`src/rtl/nsa_pkg.sv`:
```
// Shared types and sizing helpers for the nibble-serial adder.
// Optional feature macro: OVERFLOW_FLAG_EN (see nibble_serial_adder.sv).
package nsa_pkg;

   localparam int unsigned NIBBLE_W = 4;

   typedef enum logic [1:0] {
      StIdle = 2'd0,
      StRun  = 2'd1,
      StDone = 2'd2
   } state_e;

   function automatic int unsigned nsa_steps(input int unsigned width);
      return width / NIBBLE_W;
   endfunction

   // Step counter width; a single-step build still needs one bit.
   function automatic int unsigned nsa_idx_w(input int unsigned width);
      int unsigned n;
      n = nsa_steps(width);
      return (n > 1) ? $clog2(n) : 1;
   endfunction

endpackage

```
`src/rtl/nibble_serial_adder_if.sv`:
```
// Operand/result handshake bundle for nibble_serial_adder.
// OVERFLOW_FLAG_EN adds the out_ovf signal.
interface nibble_serial_adder_if #(
   parameter int unsigned WIDTH = 16
);
   logic             in_valid;
   logic             in_ready;
   logic [WIDTH-1:0] in_a;
   logic [WIDTH-1:0] in_b;
   logic             in_c;
   logic             out_valid;
   logic             out_ready;
   logic [WIDTH-1:0] out_sum;
   logic             out_c;
`ifdef OVERFLOW_FLAG_EN
   logic             out_ovf;

   modport master (
      output in_valid, in_a, in_b, in_c, out_ready,
      input  in_ready, out_valid, out_sum, out_c, out_ovf
   );
   modport slave (
      input  in_valid, in_a, in_b, in_c, out_ready,
      output in_ready, out_valid, out_sum, out_c, out_ovf
   );
`else
   modport master (
      output in_valid, in_a, in_b, in_c, out_ready,
      input  in_ready, out_valid, out_sum, out_c
   );
   modport slave (
      input  in_valid, in_a, in_b, in_c, out_ready,
      output in_ready, out_valid, out_sum, out_c
   );
`endif
endinterface

```
`src/rtl/adder4_slice.sv`:
```
// Combinational 4-bit adder slice: s/c_out = a + b + c_in.
module adder4_slice
   import nsa_pkg::*;
(
   input  logic [NIBBLE_W-1:0] a,
   input  logic [NIBBLE_W-1:0] b,
   input  logic                c_in,
   output logic [NIBBLE_W-1:0] s,
   output logic                c_out
);

   always_comb begin
      {c_out, s} = {1'b0, a} + {1'b0, b} + {{NIBBLE_W{1'b0}}, c_in};
   end

endmodule

```
`src/rtl/nibble_serial_adder.sv`:
```
// Multi-cycle WIDTH-bit adder driving one 4-bit slice a nibble per cycle, carry chained via carry_q.
// Define OVERFLOW_FLAG_EN to add the registered signed-overflow output out_ovf.
module nibble_serial_adder
   import nsa_pkg::*;
#(
   parameter int unsigned WIDTH = 16
) (
   input logic                 clk,
   input logic                 rst_n,
   nibble_serial_adder_if.slave bus
);

   localparam int unsigned N     = nsa_steps(WIDTH);
   localparam int unsigned IDX_W = nsa_idx_w(WIDTH);
   localparam logic [IDX_W-1:0] LAST_IDX = IDX_W'(N - 1);

   if ((WIDTH % NIBBLE_W) != 0 || WIDTH < NIBBLE_W) begin : g_bad_width
      $error("nibble_serial_adder: WIDTH must be a multiple of 4 and >= 4");
   end

   state_e                      state_q, state_d;
   logic [WIDTH-1:0]            a_q, a_d, b_q, b_d, sum_q, sum_d;
   logic                        carry_q, carry_d;
   logic [IDX_W-1:0]            idx_q, idx_d;
   logic [NIBBLE_W-1:0]         slice_s;
   logic                        slice_c;
   logic [WIDTH+NIBBLE_W-1:0]   sum_shift;

   adder4_slice u_slice (
      .a     (a_q[NIBBLE_W-1:0]),
      .b     (b_q[NIBBLE_W-1:0]),
      .c_in  (carry_q),
      .s     (slice_s),
      .c_out (slice_c)
   );

   // New nibble enters at the top so the LSB nibble ends up at the bottom.
   assign sum_shift = {slice_s, sum_q};

   always_ff @(posedge clk or negedge rst_n) begin
      if (!rst_n) state_q <= StIdle;
      else        state_q <= state_d;
   end

   always_comb begin
      state_d = state_q;
      unique case (state_q)
         StIdle:  if (bus.in_valid)      state_d = StRun;
         StRun:   if (idx_q == LAST_IDX) state_d = StDone;
         StDone:  if (bus.out_ready)     state_d = StIdle;
         default:                        state_d = StIdle;
      endcase
   end

   always_comb begin
      bus.in_ready  = (state_q == StIdle);
      bus.out_valid = (state_q == StDone);
      bus.out_sum   = sum_q;
      bus.out_c     = carry_q;
   end

   always_comb begin
      a_d     = a_q;
      b_d     = b_q;
      sum_d   = sum_q;
      carry_d = carry_q;
      idx_d   = idx_q;
      unique case (state_q)
         StIdle: begin
            if (bus.in_valid) begin
               a_d     = bus.in_a;
               b_d     = bus.in_b;
               carry_d = bus.in_c;
               idx_d   = '0;
            end
         end
         StRun: begin
            a_d     = a_q >> NIBBLE_W;
            b_d     = b_q >> NIBBLE_W;
            sum_d   = sum_shift[WIDTH+NIBBLE_W-1:NIBBLE_W];
            carry_d = slice_c;
            idx_d   = idx_q + IDX_W'(1);
         end
         default: ;
      endcase
   end

   always_ff @(posedge clk or negedge rst_n) begin
      if (!rst_n) begin
         a_q     <= '0;
         b_q     <= '0;
         sum_q   <= '0;
         carry_q <= 1'b0;
         idx_q   <= '0;
      end else begin
         a_q     <= a_d;
         b_q     <= b_d;
         sum_q   <= sum_d;
         carry_q <= carry_d;
         idx_q   <= idx_d;
      end
   end

`ifdef OVERFLOW_FLAG_EN
   logic a_msb_q, b_msb_q, ovf_q, ovf_d;
   logic accept, last_step;

   assign accept    = (state_q == StIdle) && bus.in_valid;
   assign last_step = (state_q == StRun) && (idx_q == LAST_IDX);

   // The final slice output is the sum MSB, so overflow resolves on the last step.
   always_comb begin
      ovf_d = ovf_q;
      if (accept)         ovf_d = 1'b0;
      else if (last_step) ovf_d = (a_msb_q == b_msb_q) && (slice_s[NIBBLE_W-1] != a_msb_q);
   end

   always_ff @(posedge clk or negedge rst_n) begin
      if (!rst_n) begin
         a_msb_q <= 1'b0;
         b_msb_q <= 1'b0;
         ovf_q   <= 1'b0;
      end else begin
         if (accept) begin
            a_msb_q <= bus.in_a[WIDTH-1];
            b_msb_q <= bus.in_b[WIDTH-1];
         end
         ovf_q <= ovf_d;
      end
   end

   assign bus.out_ovf = ovf_q;
`endif

endmodule

```
`src/flat_wrapper.sv`:
```
// flat-port wrapper written by rule: the top's interface ports become plain ports
module nibble_serial_adder_flat import nsa_pkg::*;
#(
   parameter int unsigned WIDTH = 16
)
  (clk, rst_n, bus_in_valid, bus_in_a, bus_in_b, bus_in_c, bus_out_ready, bus_in_ready, bus_out_valid, bus_out_sum, bus_out_c);
  nibble_serial_adder_if #(.WIDTH(WIDTH)) bus_i ();
  input logic clk;
  input logic rst_n;
  input wire logic [$bits(bus_i.in_valid)-1:0] bus_in_valid;
  input wire logic [$bits(bus_i.in_a)-1:0] bus_in_a;
  input wire logic [$bits(bus_i.in_b)-1:0] bus_in_b;
  input wire logic [$bits(bus_i.in_c)-1:0] bus_in_c;
  input wire logic [$bits(bus_i.out_ready)-1:0] bus_out_ready;
  output wire logic [$bits(bus_i.in_ready)-1:0] bus_in_ready;
  output wire logic [$bits(bus_i.out_valid)-1:0] bus_out_valid;
  output wire logic [$bits(bus_i.out_sum)-1:0] bus_out_sum;
  output wire logic [$bits(bus_i.out_c)-1:0] bus_out_c;
  assign bus_i.in_valid = bus_in_valid;
  assign bus_i.in_a = bus_in_a;
  assign bus_i.in_b = bus_in_b;
  assign bus_i.in_c = bus_in_c;
  assign bus_i.out_ready = bus_out_ready;
  assign bus_in_ready = bus_i.in_ready;
  assign bus_out_valid = bus_i.out_valid;
  assign bus_out_sum = bus_i.out_sum;
  assign bus_out_c = bus_i.out_c;
  nibble_serial_adder #(.WIDTH(WIDTH)) u_core (.clk(clk), .rst_n(rst_n), .bus(bus_i));
endmodule
```
`config.mk`:
```
export PLATFORM = sky130hd
export DESIGN_NAME = nibble_serial_adder_flat
export DESIGN_NICKNAME = d
export VERILOG_FILES = /design/src/rtl/nsa_pkg.sv /design/src/rtl/nibble_serial_adder_if.sv /design/src/rtl/adder4_slice.sv /design/src/rtl/nibble_serial_adder.sv /design/src/flat_wrapper.sv
export SDC_FILE = /design/constraint.sdc
export NUM_CORES = 1
export LEC_CHECK = 0
export ABC_AREA = 1
export CELL_PAD_IN_SITES_DETAIL_PLACEMENT = 0
export CELL_PAD_IN_SITES_GLOBAL_PLACEMENT = 1
export CORE_UTILIZATION = 35
export DETAILED_ROUTE_END_ITERATION = 10
export GPL_TIMING_DRIVEN = 0
export PLACE_DENSITY = 0.77
export SLEW_MARGIN = 20
export SYNTH_ARGS = -nofsm -noshare
export SYNTH_HDL_FRONTEND = slang
export SYNTH_SLANG_ARGS = --single-unit
```
`constraint.sdc`:
```
create_clock -name clk -period 4 [get_ports clk]
set_input_delay 1.2 -clock clk [delete_from_list [all_inputs] [get_ports clk]]
set_output_delay 1.2 -clock clk [all_outputs]
set_load 0.005 [all_outputs]
```
==> results of run 1 <==
[power groups by stage]
stage / Combinational, uW / Sequential, uW / Clock [uW]
after detailed placement: 1480 / 947 / 0
after global routing: 1650 / 968 / 331
final: 1450 / 933 / 297
after global placement: 1460 / 940 / 0
after CTS: 1480 / 936 / 309
after floorplan: 1010 / 929 / 0
[Yosys cell counts (4+ instances only)]
master	instances
buf_2	4
buf_6	5
ha_1	4
inv_1	26
o21ai_1	21
o21ai_2	5
o21ai_0	19
o211ai_2	6
nor2_1	4
nand2_1	100
dfrtp_1	53
nand3_1	15
[stage by stage]
stage,instances,total power (uW),cell area [um^2],hold WS [ps]
5_1_grt,437,2950,3240,500
6_report,437,2680,3240,476
3_5_place_dp,429,2430,3160,459
3_3_place_gp,429,2400,3160,455
2_1_floorplan,278,1940,2490,442
4_1_cts,437,2730,3240,482
[flip-flops by register name (all words and copies together), names as in the netlist]
register	flops
u_core.state_q	2
u_core.idx_q	2
u_core.b_q	16
u_core.bus.out_sum	16
u_core.bus.out_c	1
u_core.a_q	16
[cells by family (layout without fill, tap and decap cells)]
| logic type | after synthesis | in the layout | share of synthesized area [%] |
|---|---|---|---|
| AOI/OAI and AO/OA | 54 | 54 | 13.5 |
| and+or+nand+nor | 123 | 123 | 19.7 |
| DFF | 53 | 53 | 53.3 |
| adders and majority gates | 6 | 6 | 3.62 |
| buffers and inverters | 42 | 105 | 9.90 |
[worst max-delay path by stage]
| stage | startpoint | endpoint | slack, ps | cells after the start |
|---|---|---|---|---|
| 3_3_place_gp | rst_n | u_core.a_q[13] | 70 | 1 |
| 2_1_floorplan | bus_in_valid | u_core.a_q[11] | 2160 | 6 |
| 5_1_grt | u_core.state_q[0] | bus_in_ready | 1350 | 2 |
| 3_5_place_dp | bus_in_valid | u_core.a_q[0] | 1480 | 6 |
| 6_report | u_core.state_q[0] | bus_in_ready | 1420 | 2 |
| 4_1_cts | u_core.state_q[0] | bus_in_ready | 1400 | 2 |
[layer usage]
metal / global-route usage [%] / wire length [um]
met1: 21.2 / 2520
met2: 26.0 / 2350
met3: 3.14 / 230
met4: 5.00 / 60
met5: 0 / 0
[worst max-delay path, cell delays in order (launching register included)]
cell	delay, ps
dfrtp_1	440
nor2_2	130
clkdlybuf4s50_1	510
[final cells by class]
class	count	area, um^2
fill	701	3590
multi-input combinational	183	917
inverter	28	110
clock buffer	5	68.8
buffer	14	136
sequential	53	1330
timing repair buffer	55	548
clock inverter	3	17.5
tap	96	120
==> flow_metrics.py, run 1 <==
metrics = {
    "outcome": {
        "status": "complete, no violations",
    },
    "die": {
        "start_util_pct": 36.4,
        "die_w_um": 86.3,
        "coreArea_um2": 6830,
        "die_area_um2": 7460,
        "ios": 56,
        "fp-row-count": 30,
        "die_h_um": 86.3,
    },
    "setup_path": {
        "arrival_ps": 1380,
        "crit_path_start_kind": "register",
        "rr_worst_depth": 8,
        "crit_path_end_kind": "primary output",
        "r2r_end": "u_core.bus.out_c",
        "reg2reg_setup_slack_ps": 2160,
        "critPathKind": "reg -> out",
        "r2r-start": "u_core.bus.out_c",
        "critPathRequiredTime_ps": 2800,
        "critPathMaxFanout": 4,
    },
    "worst_hold_path": {
        "min-delay-start": "u_core.a_q[12]",
        "hold_path_depth": 2,
        "hp-class": "reg -> reg",
        "hold_path_end": "u_core.a_q[12]",
    },
    "cts": {
        "htree_levels": 2,
        "clk_latency_ps": 310,
        "cts.path.max_buffers": 2,
        "cts_setup_buffers": 0,
        "cts_hold_buf": 0,
        "cts_buffers": 5,
        "ctsResizeCount": 0,
        "clock_sink_count": 53,
        "cts-root-buf": "clkbuf_8",
        "clk_pin_slew_ps": 90,
        "cts_tree": "built",
    },
    "power": {
        "p_int_uw": 1580,
        "power.density_nw_per_um2": 825,
        "ir_drop_mv": 0.316,
        "seq_power_share_pct": 34.9,
        "power_frac_comb_pct": 54.1,
        "p_leak_uw": 0.00153,
        "p_switching_uw": 1100,
        "pwr-share-clk_pct": 11.1,
        "swShare_pct": 41.0,
    },
    "yosys": {
        "syn_area_per_cell_um2": 8.96,
        "synth_area_leaders": "dfrtp_1, nand2_1, o21ai_1, inv_1, o21ai_0",
        "yosys_warnings": 0,
        "synth_fp_nets": 321,
        "ys_ff_latch": 53,
        "synth_edf_count": 0,
        "synth_top_area_cell": "dfrtp_1",
        "synth_area_um2": 2490,
        "yosysSeqAreaShare_pct": 53.3,
        "ys.flop_type": "dfrtp_1",
        "syn_inst": 278,
        "ys_types": 22,
        "synth_top_area_share_pct": 53.3,
        "async_flop_share_pct": 100,
    },
    "route": {
        "viasPerCell": 4.49,
        "dr.pass1.iters": 4,
        "post_drt_wl_per_cell_um": 11.8,
        "wl_um": 5160,
        "ant_nets": 0,
        "vias": 1961,
        "drtIter0Drc": 77,
        "drc_errors": 0,
    },
    "timing": {
        "fin_skew_ps": 6.02,
        "setup_viol": 0,
        "post-route-period-util_pct": 64.5,
        "finalSetupTns_ps": 0,
        "rsz0062_at_grt": "no",
        "fmax_ghz": 0.388,
        "tightest_slew_ps": 678,
        "slew_violations": 0,
        "slew_headroom_pct": 54.8,
        "finalHoldViolCount": 0,
        "fin_ws_ps": 1420,
        "post-route-min-period_ps": 2580,
    },
    "layout": {
        "drive_gt1_share_pct": 11.7,
        "mostFrequentLayoutCells": "nand2_1, clkdlybuf4s50_1, dfrtp_1",
        "nNetsFinal": 383,
        "layout_commonest_cell": "nand2_1",
        "fin_util_pct": 47.5,
        "synthToLayoutAreaGrowth_pct": 30.3,
        "antennaDiodeCount": 0,
    },
    "grt": {
        "grt_overflow_total": 0,
        "grt_max_degree": 54,
        "grt_usage_pct": 15.8,
        "antenna_found_initial": 0,
        "grt_pass1_wl_um": 9110,
        "grt_pass1_vias": 1932,
    },
    "placement": {
        "gp_routability_congestion": 0.728,
        "hpwl_um": 3640,
        "place_ws_ps": 1480,
        "io_buffers": 55,
    },
    "flow_run": {
        "drv_cap": 0,
    },
}
Note: power is estimated with default switching activity, not from simulation.
==> run 2: changes to the inputs <==
--- a/config.mk
+++ b/config.mk
@@ -8,10 +8,10 @@
 export ABC_AREA = 1
 export CELL_PAD_IN_SITES_DETAIL_PLACEMENT = 0
 export CELL_PAD_IN_SITES_GLOBAL_PLACEMENT = 1
-export CORE_UTILIZATION = 35
+export CORE_UTILIZATION = 34
 export DETAILED_ROUTE_END_ITERATION = 10
 export GPL_TIMING_DRIVEN = 0
-export PLACE_DENSITY = 0.77
+export PLACE_DENSITY = 0.78
 export SLEW_MARGIN = 20
 export SYNTH_ARGS = -nofsm -noshare
 export SYNTH_HDL_FRONTEND = slang
==> constraint.sdc (replaced) <==
create_clock -name clk -period 2.3 [get_ports clk]
set_input_delay 0.69 -clock clk [delete_from_list [all_inputs] [get_ports clk]]
set_output_delay 0.69 -clock clk [all_outputs]
set_load 0.005 [all_outputs]
==> run 2 against run 1 <==
Against the previous run:
- clock skew grew 1.4 ps
- sequential power grew 74%
- clock power grew 80%
- die area grew 2.9%
- highest routed layer unchanged
- worst setup slack lost 1200 ps
- count of clock-buffer cells in the layout grew 1
- register-to-register slack lost 1700 ps
==> flow_metrics.py, run 2 (same netlist as run 1, synthesis figures left out) <==
metrics = {
    "outcome": {
        "status": "complete, no violations",
    },
    "cts": {
        "clk_latency_ps": 310,
        "cts_buffers": 5,
        "cts_setup_buffers": 0,
        "cts.path.max_buffers": 2,
        "cts_tree": "built",
        "cts_hold_buf": 0,
        "clock_sink_count": 53,
        "clk_pin_slew_ps": 100,
        "cts-root-buf": "clkbuf_8",
        "ctsResizeCount": 0,
        "htree_levels": 2,
    },
    "grt": {
        "grt_overflow_total": 0,
        "grt_pass1_vias": 1994,
        "grt_pass1_wl_um": 9270,
        "grt_max_degree": 54,
        "antenna_found_initial": 0,
        "grt_usage_pct": 16.0,
    },
    "power": {
        "ir_drop_mv": 0.455,
        "power.density_nw_per_um2": 1450,
        "p_leak_uw": 0.00152,
    },
    "setup_path": {
        "crit_path_start_kind": "register",
        "arrival_ps": 1380,
        "critPathRequiredTime_ps": 1610,
        "r2r-start": "u_core.bus.out_c",
        "cp_num_buf_inv": 1,
        "cp_cell_sequence": "nor2_2 -> clkdlybuf4s50_1",
        "reg2reg_setup_slack_ps": 460,
        "rr_worst_depth": 8,
        "endpoint": "bus_in_ready",
        "slowest_delay_ps": 510,
        "crit_path_end_kind": "primary output",
        "critPathKind": "reg -> out",
        "critPathMaxFanout": 4,
        "crit_family": "buffers and inverters",
        "r2r_end": "u_core.bus.out_c",
        "critPathLaunch": "u_core.state_q[0]",
        "crit_path_top_delay_cell": "clkdlybuf4s50_1",
        "worst-path-stages": 2,
    },
    "placement": {
        "gp_routability_congestion": 0.732,
        "hpwl_um": 3660,
        "place_ws_ps": 297,
        "dp_cells": 429,
        "io_buffers": 55,
    },
    "flow_run": {
        "drv_cap": 0,
    },
    "route": {
        "ant_nets": 0,
        "drtIter0Drc": 100,
        "viasPerCell": 4.52,
        "post_drt_wl_per_cell_um": 12.1,
        "vias": 1975,
        "wl_um": 5290,
        "drc_errors": 0,
        "dr.pass1.iters": 4,
    },
    "layout": {
        "antennaDiodeCount": 0,
        "final_cell_count_no_fill": 437,
        "fin_util_pct": 46.7,
        "drive_gt1_share_pct": 11.4,
        "synthToLayoutAreaGrowth_pct": 30.4,
        "layout_commonest_cell": "nand2_1",
        "nNetsFinal": 383,
        "n_fill_cell": 695,
        "mostFrequentLayoutCells": "nand2_1, clkdlybuf4s50_1, dfrtp_1",
    },
    "die": {
        "die_h_um": 87.6,
        "die_area_um2": 7670,
        "die_w_um": 87.6,
        "fp-row-count": 30,
        "ios": 56,
        "start_util_pct": 35.9,
        "coreArea_um2": 6940,
    },
    "timing": {
        "slew_headroom_pct": 55.3,
        "finalSetupTns_ps": 0,
        "tightest_slew_ps": 671,
        "fin_ws_ps": 226,
        "fin_skew_ps": 7.41,
        "rsz0062_at_grt": "no",
        "finalHoldViolCount": 0,
        "fmax_ghz": 0.482,
        "setup_viol": 0,
        "post-route-min-period_ps": 2070,
        "slew_violations": 0,
        "post-route-period-util_pct": 90.2,
    },
    "worst_hold_path": {
        "hp-class": "in -> async",
    },
}
==> run 2: cell count changes in the layout (fill, tap and decap cells not counted) <==
cell / delta
clkbuf_1: +1
clkinv_2: -2
clkinvlp_4: +1
==> run 2: cell type report <==
class | count | area [um^2] | area share, %
Tap cell | 96 | 120 | 3.70
Inverter | 28 | 110 | 3.39
Buffer | 14 | 136 | 4.20
Sequential cell | 53 | 1330 | 40.9
Clock buffer | 6 | 72.6 | 2.24
Clock inverter | 2 | 15.0 | 0.463
Multi-Input combinational cell | 183 | 917 | 28.3
Timing Repair Buffer | 55 | 548 | 16.9
==> run 2: layer usage <==
layer,vias up,part of all wire [%],track usage [%]
met5,-,0,0
met3,7,3.5,3.02
li1,1009,-,-
met4,0,1.7,6.71
met1,917,49,20.6
met2,42,46,26.6
==> run 2: how the worst min path moves through the flow <==
stage | startpoint | endpoint | slack, ps | depth (start not counted)
6_report | rst_n | u_core.state_q[1] | 400 | 1
5_1_grt | rst_n | u_core.state_q[1] | 460 | 1
4_1_cts | rst_n | u_core.bus.out_sum[2] | 430 | 1
3_5_place_dp | u_core.bus.out_sum[3] | u_core.bus.out_sum[3] | 470 | 2
3_3_place_gp | u_core.a_q[12] | u_core.a_q[12] | 450 | 2
2_1_floorplan | rst_n | u_core.a_q[0] | 390 | 0
==> run 2: where the power goes <==
part           switching (uW)  internal [uW]  total (uW)
Sequential                235           1390        1620
Clock                     320            215         535
Combinational            1390           1150        2540
Total                    1940           2750        4690
==> run 2: per-stage QoR <==
stage                     cell area [um^2]  hold slack (ps)  total power (uW)
after floorplan                       2490              394              3370
after global placement                3160              453              4170
after detailed placement              3160              466              4220
after CTS                             3250              430              4760
after global routing                  3250              465              5150
final                                 3250              399              4690
